--- config.mk ---
export PLATFORM = sky130hd
export DESIGN_NAME = tx_lane_id_sequencer
export DESIGN_NICKNAME = d
export VERILOG_FILES = /design/src/rtl/pcs_lane_pkg.sv /design/src/rtl/am_period_counter.sv /design/src/rtl/tx_lane_id_sequencer.sv
export SDC_FILE = /design/constraint.sdc
export NUM_CORES = 1
export LEC_CHECK = 0
export ABC_CLOCK_PERIOD_IN_PS = 2200
export CORE_MARGIN = 3
export CORE_UTILIZATION = 45
export DETAILED_ROUTE_END_ITERATION = 6
export PLACE_DENSITY = 0.69
export SLEW_MARGIN = 30
export SYNTH_ARGS = -nofsm -noshare
export SYNTH_HDL_FRONTEND = slang
export SYNTH_SLANG_ARGS = --single-unit
--- constraint.sdc ---
create_clock -name i_clock -period 2.2 [get_ports i_clock]
set_clock_uncertainty 0.15 [all_clocks]
set_input_delay 0.44 -clock i_clock [delete_from_list [all_inputs] [get_ports i_clock]]
set_output_delay 0.44 -clock i_clock [all_outputs]
set_load 0.02 [all_outputs]
--- src/rtl/pcs_lane_pkg.sv ---
// Shared PCS lane constants and the lane-ID to one-hot decode used by the TX sequencer and the RX decode.
// The same decode is used by the LANE_SEQ_CHECK_EN integrity checker.
package pcs_lane_pkg;

    localparam int NB_LANES_DEF     = 20;
    localparam int NB_AM_PERIOD_DEF = 16383;
    localparam int NB_LANE_ID_DEF   = $clog2(NB_LANES_DEF);
    localparam int MAX_LANES        = 64;

    // Callers truncate the result to their own lane count.
    function automatic logic [MAX_LANES-1:0] lane_id_to_onehot(input logic [31:0] id);
        logic [MAX_LANES-1:0] one;
        one = MAX_LANES'(1);
        return one << id;
    endfunction

endpackage

--- src/rtl/am_period_counter.sv ---
// Alignment-marker round tracker: one AM round, then NB_AM_PERIOD data rounds, advanced once per round.
module am_period_counter #(
    parameter int NB_AM_PERIOD  = 16383,
    parameter int NB_PERIOD_CNT = $clog2(NB_AM_PERIOD + 1)
) (
    input  logic clock,
    input  logic rst_n,
    input  logic restart,
    input  logic round_end,
    output logic am_round
);

    localparam logic [NB_PERIOD_CNT-1:0] LAST_DATA_ROUND = NB_PERIOD_CNT'(NB_AM_PERIOD - 1);

    logic [NB_PERIOD_CNT-1:0] period_cnt;

    always_ff @(posedge clock or negedge rst_n) begin
        if (!rst_n) begin
            am_round   <= 1'b1;
            period_cnt <= '0;
        end else if (restart) begin
            am_round   <= 1'b1;
            period_cnt <= '0;
        end else if (round_end) begin
            if (am_round) begin
                am_round   <= 1'b0;
                period_cnt <= '0;
            end else if (period_cnt == LAST_DATA_ROUND) begin
                am_round   <= 1'b1;
                period_cnt <= '0;
            end else begin
                period_cnt <= period_cnt + NB_PERIOD_CNT'(1);
            end
        end
    end

endmodule

--- src/rtl/tx_lane_id_sequencer.sv ---
// Round-robin TX PCS lane index (binary + one-hot) with alignment-marker round flag.
// Optional one-hot integrity checker enabled by macro LANE_SEQ_CHECK_EN.
module tx_lane_id_sequencer
    import pcs_lane_pkg::*;
#(
    parameter int NB_LANES      = NB_LANES_DEF,
    parameter int NB_LANE_ID    = $clog2(NB_LANES),
    parameter int NB_AM_PERIOD  = NB_AM_PERIOD_DEF,
    parameter int NB_PERIOD_CNT = $clog2(NB_AM_PERIOD + 1)
) (
    input  logic                  i_clock,
    input  logic                  i_rst_n,
    input  logic                  i_soft_rst,
    input  logic                  i_valid,
    output logic [NB_LANE_ID-1:0] o_lane_id,
    output logic [NB_LANES-1:0]   o_lane_onehot,
    output logic                  o_am_insert,
    output logic                  o_last_lane,
    output logic                  o_seq_err
);

    localparam logic [NB_LANE_ID-1:0] LAST_LANE = NB_LANE_ID'(NB_LANES - 1);

    logic [NB_LANE_ID-1:0] lane_q;
    logic [NB_LANE_ID-1:0] lane_nxt;
    logic [NB_LANES-1:0]   onehot_q;
    logic [NB_LANES-1:0]   onehot_nxt;
    logic [NB_LANES-1:0]   onehot_rot;
    logic                  advance;
    logic                  round_end;
    logic                  am_round;

    // A soft restart swallows a simultaneous valid: that slot is never counted.
    assign advance    = i_valid && !i_soft_rst;
    assign round_end  = advance && (lane_q == LAST_LANE);
    assign lane_nxt   = (lane_q == LAST_LANE) ? '0 : lane_q + NB_LANE_ID'(1);
    assign onehot_rot = {onehot_q[NB_LANES-2:0], onehot_q[NB_LANES-1]};

`ifdef LANE_SEQ_CHECK_EN
    logic [NB_LANES-1:0] onehot_dec;
    logic [NB_LANES-1:0] onehot_resync;
    logic                mismatch;
    logic                seq_err_q;

    assign onehot_dec    = NB_LANES'(lane_id_to_onehot(32'(lane_q)));
    assign onehot_resync = NB_LANES'(lane_id_to_onehot(32'(lane_nxt)));
    assign mismatch      = (onehot_q != onehot_dec);
    // Once corrupted, rebuild the one-hot from the binary lane instead of rotating garbage.
    assign onehot_nxt    = (mismatch || seq_err_q) ? onehot_resync : onehot_rot;

    always_ff @(posedge i_clock or negedge i_rst_n) begin
        if (!i_rst_n) begin
            seq_err_q <= 1'b0;
        end else if (i_soft_rst) begin
            seq_err_q <= 1'b0;
        end else if (mismatch) begin
            seq_err_q <= 1'b1;
        end
    end

    assign o_seq_err = seq_err_q;
`else
    assign onehot_nxt = onehot_rot;
    assign o_seq_err  = 1'b0;
`endif

    always_ff @(posedge i_clock or negedge i_rst_n) begin
        if (!i_rst_n) begin
            lane_q   <= '0;
            onehot_q <= NB_LANES'(1);
        end else if (i_soft_rst) begin
            lane_q   <= '0;
            onehot_q <= NB_LANES'(1);
        end else if (advance) begin
            lane_q   <= lane_nxt;
            onehot_q <= onehot_nxt;
        end
    end

    am_period_counter #(
        .NB_AM_PERIOD (NB_AM_PERIOD),
        .NB_PERIOD_CNT(NB_PERIOD_CNT)
    ) u_am_period_counter (
        .clock    (i_clock),
        .rst_n    (i_rst_n),
        .restart  (i_soft_rst),
        .round_end(round_end),
        .am_round (am_round)
    );

    assign o_lane_id     = lane_q;
    assign o_lane_onehot = onehot_q;
    assign o_am_insert   = am_round;
    assign o_last_lane   = (lane_q == LAST_LANE);

endmodule

==> impl_metrics.ini, run 1 <==
[synth]
syn-num-nets = 195
synth_largest_area_cell = sky130_fd_sc_hd__dfrtp_1
top_reg_cell_synth = sky130_fd_sc_hd__dfrtp_1
post_synth_inst_count = 188
yosys_warnings = 0
synthMostInstantiatedCell = sky130_fd_sc_hd__dfrtp_1
yosys.cell_types.count = 44
synth.yosys.seq_area_share_pct = 50.3
ys_top_cells_by_area = sky130_fd_sc_hd__dfrtp_1 48%, sky130_fd_sc_hd__mux2i_1 10%, sky130_fd_sc_hd__nor2_1 4.7%
synth_seq_cells = 40
syn_avg_cell_area_um2 = 10.6
async_flop_share_pct = 100
synth_enable_flop_cells = 0
synthTopCellsByCount = 38 x sky130_fd_sc_hd__dfrtp_1, 25 x sky130_fd_sc_hd__nor2_1, 20 x sky130_fd_sc_hd__mux2i_1
yosys.area.top_type_share_pct = 47.7
syn_area_um2 = 1990

[sta]
setup_total_negative_slack_ns = 0
finalHoldViolations = 0
setup_viols_final = 0
timing.final.crit_share_pct = 95.3
timing.final.ws_setup_ns = 0.104
min_period_ns = 2.10
timing_max_transition_violations_final = 0
fmax_ghz = 0.477
grt_setup_unrepaired = no

[grt]
grt_use_met2_pct = 30.3
grt_antenna_before_repair = 0
grt_util_all_layers_pct = 18.0
globalRouteMet3Util_pct = 3.74
gr-max-usage-layer = met2
grt_pass1_vias = 1499
grt.overflow.total = 0
grt_start_max_net_pins = 27
met1_usage_pct = 22.4
global_route_wire_length_before_repair_um = 7400

[floorplan]
fp.coreArea_um2 = 4140
floorplan.die_area_um2 = 5260
fp-row-count = 23
die_w_um = 72.6
die_h_um = 72.6
starting_density_of_the_core_pct = 48.1
pin_count = 32

[critical_path]
worstPathMaxFanout = 5
critPathArrivalTime_ns = 1.51
rr_startpoint = o_lane_id[0]
ff2ff_setup_slack_ns = 0.13
worst_setup_path_end_kind = output pin
critical_path_required_ns = 1.61
path_class = reg -> out
reg2reg_depth = 7
worst_setup_path_endpoint = o_last_lane
worstSetupStartpointType = flip-flop
regToRegEndpoint = u_am_period_counter.period_cnt[6]
critical_path.startpoint = o_lane_id[0]

[place]
place_hpwl_um = 2930
finalWeightedCongestion = 0.840
dp_cells = 265
placement.io_buffers = 30
dp_worst_setup_slack_ns = 0.0490

[layout]
nNetsFinal = 230
layout-drive-gt1-share_pct = 12.1
syn_to_final_growth_pct = 24.4
nFillCells = 367
antenna-diode-count = 0
post-route-util_pct = 59.8
non_filler_instances = 274

[clocking]
tritoncts.num_buffers = 5
path_clk_slew_ns = 0.08
clock_insertion_delay_worst_skew_ns = 0.30
clock_sinks = 40
tritoncts = done
clock_tree.buffer_depth = 2
cts_setup_buffers = 0
cts-root-buf = sky130_fd_sc_hd__clkbuf_8
clock_tree.htree_level_count = 2

[drt]
final_antenna_net_count = 0
detail_route.wl_per_cell_um = 15.4
first_pass_iters = 4
dr.first_iter.drc_count = 78
detail_route.wirelength_um = 4220
vias = 1546
via_per_inst = 5.64
remaining_drc_errors = 0

[pwr]
power_per_cell_area_nw_per_um2 = 554
power.static_leakage_nw = 1.09
p_total_mw = 1.37
max_rail_drop_vdd_mv = 0.367

[flow_run]
max_cap_viols = 0

[min_path]
hold_class = reg -> reg

[outcome]
outcome = complete, no violations
## cell families after synthesis
logic type | count (synthesis) | share of synthesized area (%)
simple gates | 70 | 20.4
flops | 40 | 50.3
compound gates | 37 | 12.4
mux | 20 | 10.0
buf+inv | 16 | 4.33
fa+ha+maj | 3 | 1.88
other cells | 1 | 0.188
xor+xnor | 1 | 0.440
## critical path, stage by stage, from the launching register on
cell and delay (ns):
sky130_fd_sc_hd__dfrtp_1 0.44, sky130_fd_sc_hd__ha_1 0.24, sky130_fd_sc_hd__and4bb_1 0.21, sky130_fd_sc_hd__dlygate4sd2_1 0.32
## worst min-delay path by stage
stage                                             from                                 end  slack (ns)  depth (start not counted)
floorplan                                      i_rst_n                        o_lane_id[0]      -0.006                          0
global placement                               i_rst_n                    o_lane_onehot[3]        0.27                          1
detailed placement                             i_rst_n                    o_lane_onehot[3]        0.28                          1
CTS                                  o_lane_onehot[19]                    o_lane_onehot[0]        0.38                          1
global route        u_am_period_counter.period_cnt[12]  u_am_period_counter.period_cnt[12]        0.42                          1
finish                               o_lane_onehot[19]                    o_lane_onehot[0]        0.38                          1
## routing by layer
layer  wire length (µm)  part of all wire, %
met5                  0                    0
met3                154                  3.6
met1               1840                   44
met2               2170                   51
met4                 60                  1.4
## what timing repair did
action,in CTS,in global routing
endpoints found under the hold margin,19,0
resized for setup,1,1
setup endpoints to repair,1,5
hold buffers,1,0
pin swaps,0,0
## layout make-up
type	count	area [µm²]	area share, %
inverters	5	18.8	0.757
well taps	50	62.6	2.52
clock buffers	6	82.6	3.33
repair buffers	39	389	15.7
clock inverters	2	15.0	0.605
flip-flops and latches	40	1000	40.5
multi-input cells	132	908	36.6
## registers in the layout, summed over array words and instances (netlist names)
register                        count
u_am_period_counter.period_cnt     14
u_am_period_counter.am_round        1
o_lane_onehot                      20
o_lane_id                           5
## metrics by stage
step / instance area (µm²) / hold WS (ns)
2_1_floorplan: 1990 / -0.00559
3_3_place_gp: 2370 / 0.275
3_5_place_dp: 2370 / 0.283
4_1_cts: 2470 / 0.382
5_1_grt: 2480 / 0.419
6_report: 2480 / 0.380
## report_power, final
group          internal [mW]  total (mW)  switching, mW
Sequential             0.742       0.749        0.00706
Combinational         0.0433       0.106         0.0626
Clock                  0.254       0.519          0.265
## layout by cell type, fill, tap and decap left out, types with 3 or more instances in the layout
cell type,count
sky130_fd_sc_hd__nor3_1,3
sky130_fd_sc_hd__nor2_1,25
sky130_fd_sc_hd__dfrtp_1,38
sky130_fd_sc_hd__inv_1,4
sky130_fd_sc_hd__or4_1,4
sky130_fd_sc_hd__buf_4,6
sky130_fd_sc_hd__or3_1,5
sky130_fd_sc_hd__a21oi_1,9
sky130_fd_sc_hd__mux2i_1,20
sky130_fd_sc_hd__nor3b_1,3
sky130_fd_sc_hd__o311ai_1,3
sky130_fd_sc_hd__nand2_1,7
sky130_fd_sc_hd__nand4_1,4
sky130_fd_sc_hd__o21ai_1,6
sky130_fd_sc_hd__o31ai_1,4
sky130_fd_sc_hd__a21o_1,3
sky130_fd_sc_hd__nor2b_1,3
sky130_fd_sc_hd__clkbuf_8,6
sky130_fd_sc_hd__o21a_1,3
sky130_fd_sc_hd__ha_1,3
sky130_fd_sc_hd__nand3_1,3
sky130_fd_sc_hd__nor4_1,3
sky130_fd_sc_hd__clkdlybuf4s50_1,28
Power figures use the tool's default switching activity.
==> run 2: changes to the inputs <==
- ABC_CLOCK_PERIOD_IN_PS: 2200 -> not set
==> results of run 2 <==
Same layout as run 1: the final DEF is identical, and so are final timing and power.
